### config.mk
export PLATFORM = sky130hd
export DESIGN_NAME = matrix_axis_frame_loader
export DESIGN_NICKNAME = d
export VERILOG_FILES = /design/src/rtl/matrix_pkg.sv /design/src/rtl/matrix_axis_byte_serializer.sv /design/src/rtl/matrix_axis_frame_loader.sv
export SDC_FILE = /design/constraint.sdc
export NUM_CORES = 1
export LEC_CHECK = 0
export ABC_CLOCK_PERIOD_IN_PS = 2300
export BUFFER_PORTS_ARGS = -buffer_cell sky130_fd_sc_hd__buf_4
export CAP_MARGIN = 40
export CELL_PAD_IN_SITES_DETAIL_PLACEMENT = 0
export CELL_PAD_IN_SITES_GLOBAL_PLACEMENT = 1
export CORE_ASPECT_RATIO = 1.5
export CORE_UTILIZATION = 37
export DETAILED_ROUTE_END_ITERATION = 10
export GPL_TIMING_DRIVEN = 0
export PLACE_DENSITY = 0.79
export SYNTH_ARGS = -nofsm -noshare
export SYNTH_HDL_FRONTEND = slang
export SYNTH_SLANG_ARGS = --single-unit
### constraint.sdc
create_clock -name clk -period 2.3 [get_ports clk]
set_input_delay 0.46 -clock clk [delete_from_list [all_inputs] [get_ports clk]]
set_output_delay 0.46 -clock clk [all_outputs]
set_load 0.1 [all_outputs]
### src/rtl/matrix_pkg.sv
// Shared constants and types for the LED matrix AXI-Stream frame loader.
package matrix_pkg;

    localparam logic [7:0] CMD_ROW_WRITE = 8'h01;
    localparam logic [7:0] CMD_SWAP      = 8'h02;

    typedef enum logic [2:0] {
        ST_CMD,
        ST_SWAP_CHK,
        ST_PANEL,
        ST_ROW,
        ST_PIXEL,
        ST_DISCARD
    } state_e;

    typedef struct packed {
        logic [7:0] r;
        logic [7:0] g;
        logic [7:0] b;
    } pixel_t;

endpackage

### src/rtl/matrix_axis_byte_serializer.sv
// Walks the valid lanes of each AXI-Stream beat, presenting one byte per
// accepted cycle; the beat is only acknowledged on its last valid lane.
module matrix_axis_byte_serializer #(
    parameter int DATA_W = 8,
    parameter int KEEP_W = DATA_W / 8
) (
    input  logic              clk,
    input  logic              rst,
    input  logic [DATA_W-1:0] s_tdata,
    input  logic [KEEP_W-1:0] s_tkeep,
    input  logic              s_tvalid,
    output logic              s_tready,
    input  logic              s_tlast,
    input  logic              s_tuser,
    output logic [7:0]        byte_data,
    output logic              byte_valid,
    output logic              byte_last,
    output logic              byte_user,
    input  logic              byte_ready
);

    localparam int LANE_W = (KEEP_W > 1) ? $clog2(KEEP_W) : 1;

    logic [LANE_W-1:0] lane_q, lane_d;
    logic [LANE_W:0]   n_lanes;
    logic [LANE_W:0]   lane_p1;
    logic              last_lane;
    logic [7:0]        lane_bytes [KEEP_W];

    genvar gi;
    generate
        for (gi = 0; gi < KEEP_W; gi++) begin : g_lane
            assign lane_bytes[gi] = s_tdata[gi*8 +: 8];
        end
    endgenerate

    // tkeep is contiguous from lane 0, so its popcount is the lane count.
    always_comb begin
        n_lanes = '0;
        for (int i = 0; i < KEEP_W; i++) begin
            n_lanes = n_lanes + {{LANE_W{1'b0}}, s_tkeep[i]};
        end
    end

    always_comb begin
        byte_data = '0;
        for (int i = 0; i < KEEP_W; i++) begin
            if (lane_q == LANE_W'(i)) begin
                byte_data = lane_bytes[i];
            end
        end
    end

    assign lane_p1    = {1'b0, lane_q} + {{LANE_W{1'b0}}, 1'b1};
    assign last_lane  = (lane_p1 >= n_lanes);
    assign byte_valid = s_tvalid;
    assign byte_last  = last_lane & s_tlast;
    assign byte_user  = s_tuser;
    assign s_tready   = s_tvalid & byte_ready & last_lane;
    assign lane_d     = last_lane ? '0 : lane_q + 1'b1;

    always_ff @(posedge clk) begin
        if (rst) begin
            lane_q <= '0;
        end else if (s_tvalid && byte_ready) begin
            lane_q <= lane_d;
        end
    end

endmodule

### src/rtl/matrix_axis_frame_loader.sv
// Parses row-write / buffer-swap packets into a double-banked framebuffer and
// hands the freshly written bank to the scan engine only at frame boundaries.
module matrix_axis_frame_loader
    import matrix_pkg::*;
#(
    parameter int AXIS_DATA_WIDTH = 8,
    parameter int AXIS_KEEP_WIDTH = AXIS_DATA_WIDTH / 8,
    parameter int PANELS          = 1,
    parameter int ROWS            = 32,
    parameter int COLS            = 64,
    parameter int PIX_ADDR_W      = $clog2(PANELS * ROWS * COLS)
) (
    input  logic                       clk,
    input  logic                       rst,
    input  logic [AXIS_DATA_WIDTH-1:0] s_axis_tdata,
    input  logic [AXIS_KEEP_WIDTH-1:0] s_axis_tkeep,
    input  logic                       s_axis_tvalid,
    output logic                       s_axis_tready,
    input  logic                       s_axis_tlast,
    input  logic                       s_axis_tuser,
    output logic                       fb_wr_en,
    output logic [PIX_ADDR_W:0]        fb_wr_addr,
    output logic [23:0]                fb_wr_data,
    input  logic                       disp_frame_done,
    output logic                       disp_bank,
    output logic                       swap_pending,
    output logic [15:0]                stat_rows_ok,
    output logic [15:0]                stat_errors
);

    localparam int COL_W = $clog2(COLS + 1);

    state_e            state_q, state_d;
    logic [7:0]        byte_data;
    logic              byte_valid, byte_last, byte_user, byte_ready, byte_fire;
    logic [7:0]        panel_q, panel_d, row_q, row_d;
    logic [COL_W-1:0]  col_q, col_d;
    logic [1:0]        phase_q, phase_d;
    logic [7:0]        r_q, r_d, g_q, g_d;
    logic              chk_last_q, chk_last_d, chk_user_q, chk_user_d;
    logic              wr_en_q, wr_en_d;
    logic [PIX_ADDR_W:0] wr_addr_q, wr_addr_d;
    pixel_t            wr_pix_q, wr_pix_d;
    logic              bank_q, bank_d, pend_q, pend_d;
    logic [15:0]       rows_ok_q, rows_ok_d, errors_q, errors_d;
    logic              err_evt, ok_evt, swap_set;
    logic [PIX_ADDR_W-1:0] pix_idx;

    matrix_axis_byte_serializer #(
        .DATA_W (AXIS_DATA_WIDTH),
        .KEEP_W (AXIS_KEEP_WIDTH)
    ) u_serializer (
        .clk        (clk),
        .rst        (rst),
        .s_tdata    (s_axis_tdata),
        .s_tkeep    (s_axis_tkeep),
        .s_tvalid   (s_axis_tvalid),
        .s_tready   (s_axis_tready),
        .s_tlast    (s_axis_tlast),
        .s_tuser    (s_axis_tuser),
        .byte_data  (byte_data),
        .byte_valid (byte_valid),
        .byte_last  (byte_last),
        .byte_user  (byte_user),
        .byte_ready (byte_ready)
    );

    // The swap check evaluates the latched command byte without consuming input.
    assign byte_ready = ~rst & (state_q != ST_SWAP_CHK);
    assign byte_fire  = byte_valid & byte_ready;
    assign pix_idx    = PIX_ADDR_W'((32'(panel_q) * ROWS + 32'(row_q)) * COLS + 32'(col_q));

    always_comb begin
        state_d    = state_q;
        panel_d    = panel_q;
        row_d      = row_q;
        col_d      = col_q;
        phase_d    = phase_q;
        r_d        = r_q;
        g_d        = g_q;
        chk_last_d = chk_last_q;
        chk_user_d = chk_user_q;
        wr_en_d    = 1'b0;
        wr_addr_d  = wr_addr_q;
        wr_pix_d   = wr_pix_q;
        err_evt    = 1'b0;
        ok_evt     = 1'b0;
        swap_set   = 1'b0;
        case (state_q)
            ST_CMD: begin
                if (byte_fire) begin
                    if (byte_data == CMD_SWAP) begin
                        chk_last_d = byte_last;
                        chk_user_d = byte_user;
                        state_d    = ST_SWAP_CHK;
                    end else if (byte_data == CMD_ROW_WRITE && !byte_last) begin
                        state_d = ST_PANEL;
                    end else begin
                        err_evt = 1'b1;
                        state_d = byte_last ? ST_CMD : ST_DISCARD;
                    end
                end
            end
            ST_SWAP_CHK: begin
                if (chk_last_q && !chk_user_q) begin
                    swap_set = 1'b1;
                end else begin
                    err_evt = 1'b1;
                end
                state_d = chk_last_q ? ST_CMD : ST_DISCARD;
            end
            ST_PANEL: begin
                if (byte_fire) begin
                    panel_d = byte_data;
                    // A packet ending inside its header is truncated: error, resync at CMD.
                    if (byte_last || 32'(byte_data) >= PANELS) begin
                        err_evt = 1'b1;
                        state_d = byte_last ? ST_CMD : ST_DISCARD;
                    end else begin
                        state_d = ST_ROW;
                    end
                end
            end
            ST_ROW: begin
                if (byte_fire) begin
                    row_d = byte_data;
                    if (byte_last || 32'(byte_data) >= ROWS) begin
                        err_evt = 1'b1;
                        state_d = byte_last ? ST_CMD : ST_DISCARD;
                    end else begin
                        col_d   = '0;
                        phase_d = 2'd0;
                        state_d = ST_PIXEL;
                    end
                end
            end
            ST_PIXEL: begin
                if (byte_fire) begin
                    case (phase_q)
                        2'd0: begin
                            r_d     = byte_data;
                            phase_d = 2'd1;
                        end
                        2'd1: begin
                            g_d     = byte_data;
                            phase_d = 2'd2;
                        end
                        default: begin
                            wr_en_d   = 1'b1;
                            wr_addr_d = {~bank_q, pix_idx};
                            wr_pix_d  = '{r: r_q, g: g_q, b: byte_data};
                            col_d     = col_q + 1'b1;
                            phase_d   = 2'd0;
                        end
                    endcase
                    if (phase_q == 2'd2 && 32'(col_q) == COLS - 1) begin
                        if (!byte_last) begin
                            err_evt = 1'b1;
                            state_d = ST_DISCARD;
                        end else begin
                            err_evt = byte_user;
                            ok_evt  = ~byte_user;
                            state_d = ST_CMD;
                        end
                    end else if (byte_last) begin
                        err_evt = 1'b1;
                        state_d = ST_CMD;
                    end
                end
            end
            ST_DISCARD: begin
                if (byte_fire && byte_last) begin
                    state_d = ST_CMD;
                end
            end
            default: state_d = ST_CMD;
        endcase
    end

    always_comb begin
        rows_ok_d = (ok_evt && rows_ok_q != 16'hFFFF) ? rows_ok_q + 16'd1 : rows_ok_q;
        errors_d  = (err_evt && errors_q != 16'hFFFF) ? errors_q + 16'd1 : errors_q;
        bank_d    = bank_q ^ (pend_q & disp_frame_done);
        // A swap landing in the frame-done cycle stays pending for the next frame.
        pend_d    = swap_set | (pend_q & ~disp_frame_done);
    end

    always_ff @(posedge clk) begin
        if (rst) begin
            state_q    <= ST_CMD;
            panel_q    <= '0;
            row_q      <= '0;
            col_q      <= '0;
            phase_q    <= '0;
            r_q        <= '0;
            g_q        <= '0;
            chk_last_q <= 1'b0;
            chk_user_q <= 1'b0;
            wr_en_q    <= 1'b0;
            wr_addr_q  <= '0;
            wr_pix_q   <= '0;
            bank_q     <= 1'b0;
            pend_q     <= 1'b0;
            rows_ok_q  <= '0;
            errors_q   <= '0;
        end else begin
            state_q    <= state_d;
            panel_q    <= panel_d;
            row_q      <= row_d;
            col_q      <= col_d;
            phase_q    <= phase_d;
            r_q        <= r_d;
            g_q        <= g_d;
            chk_last_q <= chk_last_d;
            chk_user_q <= chk_user_d;
            wr_en_q    <= wr_en_d;
            wr_addr_q  <= wr_addr_d;
            wr_pix_q   <= wr_pix_d;
            bank_q     <= bank_d;
            pend_q     <= pend_d;
            rows_ok_q  <= rows_ok_d;
            errors_q   <= errors_d;
        end
    end

    assign fb_wr_en     = wr_en_q;
    assign fb_wr_addr   = wr_addr_q;
    assign fb_wr_data   = wr_pix_q;
    assign disp_bank    = bank_q;
    assign swap_pending = pend_q;
    assign stat_rows_ok = rows_ok_q;
    assign stat_errors  = errors_q;

endmodule

==> out/results.ini <==
[synth]
synth_edf_count = 0
yosys_warnings = 0
syn_avg_cell_area_um2 = 8.42
synth_area_leader_cell = dfxtp_1
netlist.area_leader.share = 0.455
synth_seq_cells = 107
synthFlopType = dfxtp_1
synth_seq_area_share = 0.455
syn_inst = 559
ys_types = 53
netlist_top_cells_area = dfxtp_1, nand2_1, a21oi_1, nor2_1, mux2i_1
synth.cell_area_mm2 = 0.00471
synth-async-reset-ratio = 0
syn_nets = 579

[timing]
finalCritPeriodShare = 0.968
worst_pin_slew_ns = 0.695
slew_headroom = 0.537
hold_viol_final = 0
final_max_slew_viol_count = 0
clock_skew_ns = 0.00582
fmax_mhz = 449
finalSetupViolations = 0
whs_ns = 0.322
rsz0062_at_grt = yes
final.min_clock_period_ns = 2.23

[min_path]
hp-class = in2reg
min_from = s_axis_tvalid

[critical_path]
cp.arrival_ns = 2.50
crit_type = reg2reg
reg2reg_from = col_q[0]
required_ns = 2.57
crit_fanout = 8
cp-start-kind = flip-flop
worstSetupStartpoint = col_q[0]
end_kind = flip-flop

[route]
wirelength_um = 12200
drtIter0Drc = 120
ant_nets = 0
vias = 4229
dr.pass1.iters = 4
drc = 0
routed_via_density = 5.19
wl_per_cell_um = 15.0

[grt]
grtUsageTotal = 0.191
overflow = 0
grt_max_degree = 20
grt_pass1_vias = 3996
antenna_found_initial = 0
grt_pass1_wl_um = 19600

[die]
initial_core_util = 0.378
core_area_mm2 = 0.0124
rows = 50
dieArea_mm2 = 0.0132
ioPinCount = 87
die_y_um = 140
die_w_um = 94.1

[finish]
multi_input_area_mm2 = 0.00247
seqCellArea_mm2 = 0.00219
fill_cells = 1254
final_cell_mix = nand2_1, buf_4, dfxtp_1
area_delta_synth_final_pct = 26.7
fin_util = 0.479
mostFrequentLayoutCell = nand2_1
antenna_cells = 0
drive_above_1_share = 0.249
nNetsFinal = 674

[cts]
cts-root-buf = clkbuf_16
numCtsBuffers = 9
htree_levels = 3
cts_sinks = 107
cts_hold_buf = 0
cts_tree = built
clk_latency_ns = 0.35
cts.path.max_buffers = 2
cts.clk_slew.worst_paths_ns = 0.07

[run]
cap_violations = 0

[power]
vdd_ir_drop_max_mv = 0.458
power_density_mw_per_mm2 = 666
p_leak_nw = 2.26

[place]
dp_hpwl_um = 9290
io_buffer_count = 83
place.gp.congestion = 0.886

[status]
run_status = finished clean

## cell families after synthesis
group / count (synthesis) / share of synthesized area
DFF: 107 / 0.455
buffers and inverters: 40 / 0.0335
adders and majority gates: 5 / 0.0133
AOI/OAI and AO/OA: 103 / 0.132
muxes: 28 / 0.0604
and+or+nand+nor: 254 / 0.265
xor gates and xnor gates: 22 / 0.0409
## worst max-delay path, stage by stage (launching register included)
cell,delay [ns]
dfxtp_4,0.39
ha_4,0.15
and4bb_4,0.28
nand4b_4,0.14
or4b_1,0.51
buf_2,0.19
or3_1,0.35
a21oi_1,0.14
## stage by stage
step | setup WS (ns) | cells | cell area [um2] | TNS, ns | power [mW]
finish | 0.0740 | 815 | 5960 | 0 | 3.97
floorplan | 0.0359 | 559 | 4740 | 0 | 2.27
CTS | 0.0148 | 815 | 5900 | 0 | 4.00
detailed placement | -0.301 | 798 | 5560 | -6.26 | 2.40
global placement | -0.308 | 798 | 5560 | -4.73 | 2.39
global route | -0.0304 | 815 | 5960 | -0.0848 | 4.13
## sequential cells by signal, indices dropped and copies added (netlist names), 2 cells and up
| register | cells |
|---|---|
| fb_wr_data | 24 |
| fb_wr_addr | 12 |
| col_q | 7 |
| g_q | 8 |
| row_q | 5 |
| state_q | 3 |
| stat_rows_ok | 16 |
| phase_q | 2 |
| stat_errors | 16 |
| r_q | 8 |
## synthesized netlist by cell type (all sizes together), types with 9 or more instances
master	n
inv	9
o21ai	15
dfxtp	107
nand4	9
a21oi	57
nand3	14
mux2i	25
nor2b	17
nor2	67
or3	14
xor2	14
clkbuf	24
nand2	88
## cell type report
cell class	count	area share
Clock buffer	9	0.0378
Tap cell	156	0.0327
Multi-Input combinational cell	412	0.414
Inverter	10	0.00692
Clock inverter	7	0.0138
Buffer	30	0.0220
Timing Repair Buffer	84	0.106
Sequential cell	107	0.367
## per-layer routing
metal,global-route usage,up-vias,part of all wire
met5,0,-,0
met4,0.0818,0,0.027
met3,0.0358,24,0.041
met2,0.350,102,0.53
met1,0.208,1968,0.40
li1,-,2135,-
## final timing paths
check                              to  slack (ns)  cells after the start
setup reg to reg     stat_rows_ok[12]        0.07                      7
hold / removal    u_serializer.lane_q        0.32                      2
hold reg to reg        fb_wr_data[21]        0.46                      2
setup / recovery     stat_rows_ok[12]        0.07                      7
## repair_timing
item | 4_1_cts | 5_1_grt
setup endpoints to repair | 27 | 58
buffers inserted | 1 | 0
gates resized for setup | 8 | 18
pin swaps | 1 | 2
gates cloned | 0 | 0
## where the power goes
| group | internal (mW) | switching, mW |
|---|---|---|
| registers | 1.88 | 0.0311 |
| logic | 0.156 | 0.323 |
| clock network | 0.862 | 0.726 |
| total | 2.89 | 1.08 |
Note: power is estimated with default switching activity, not from simulation.
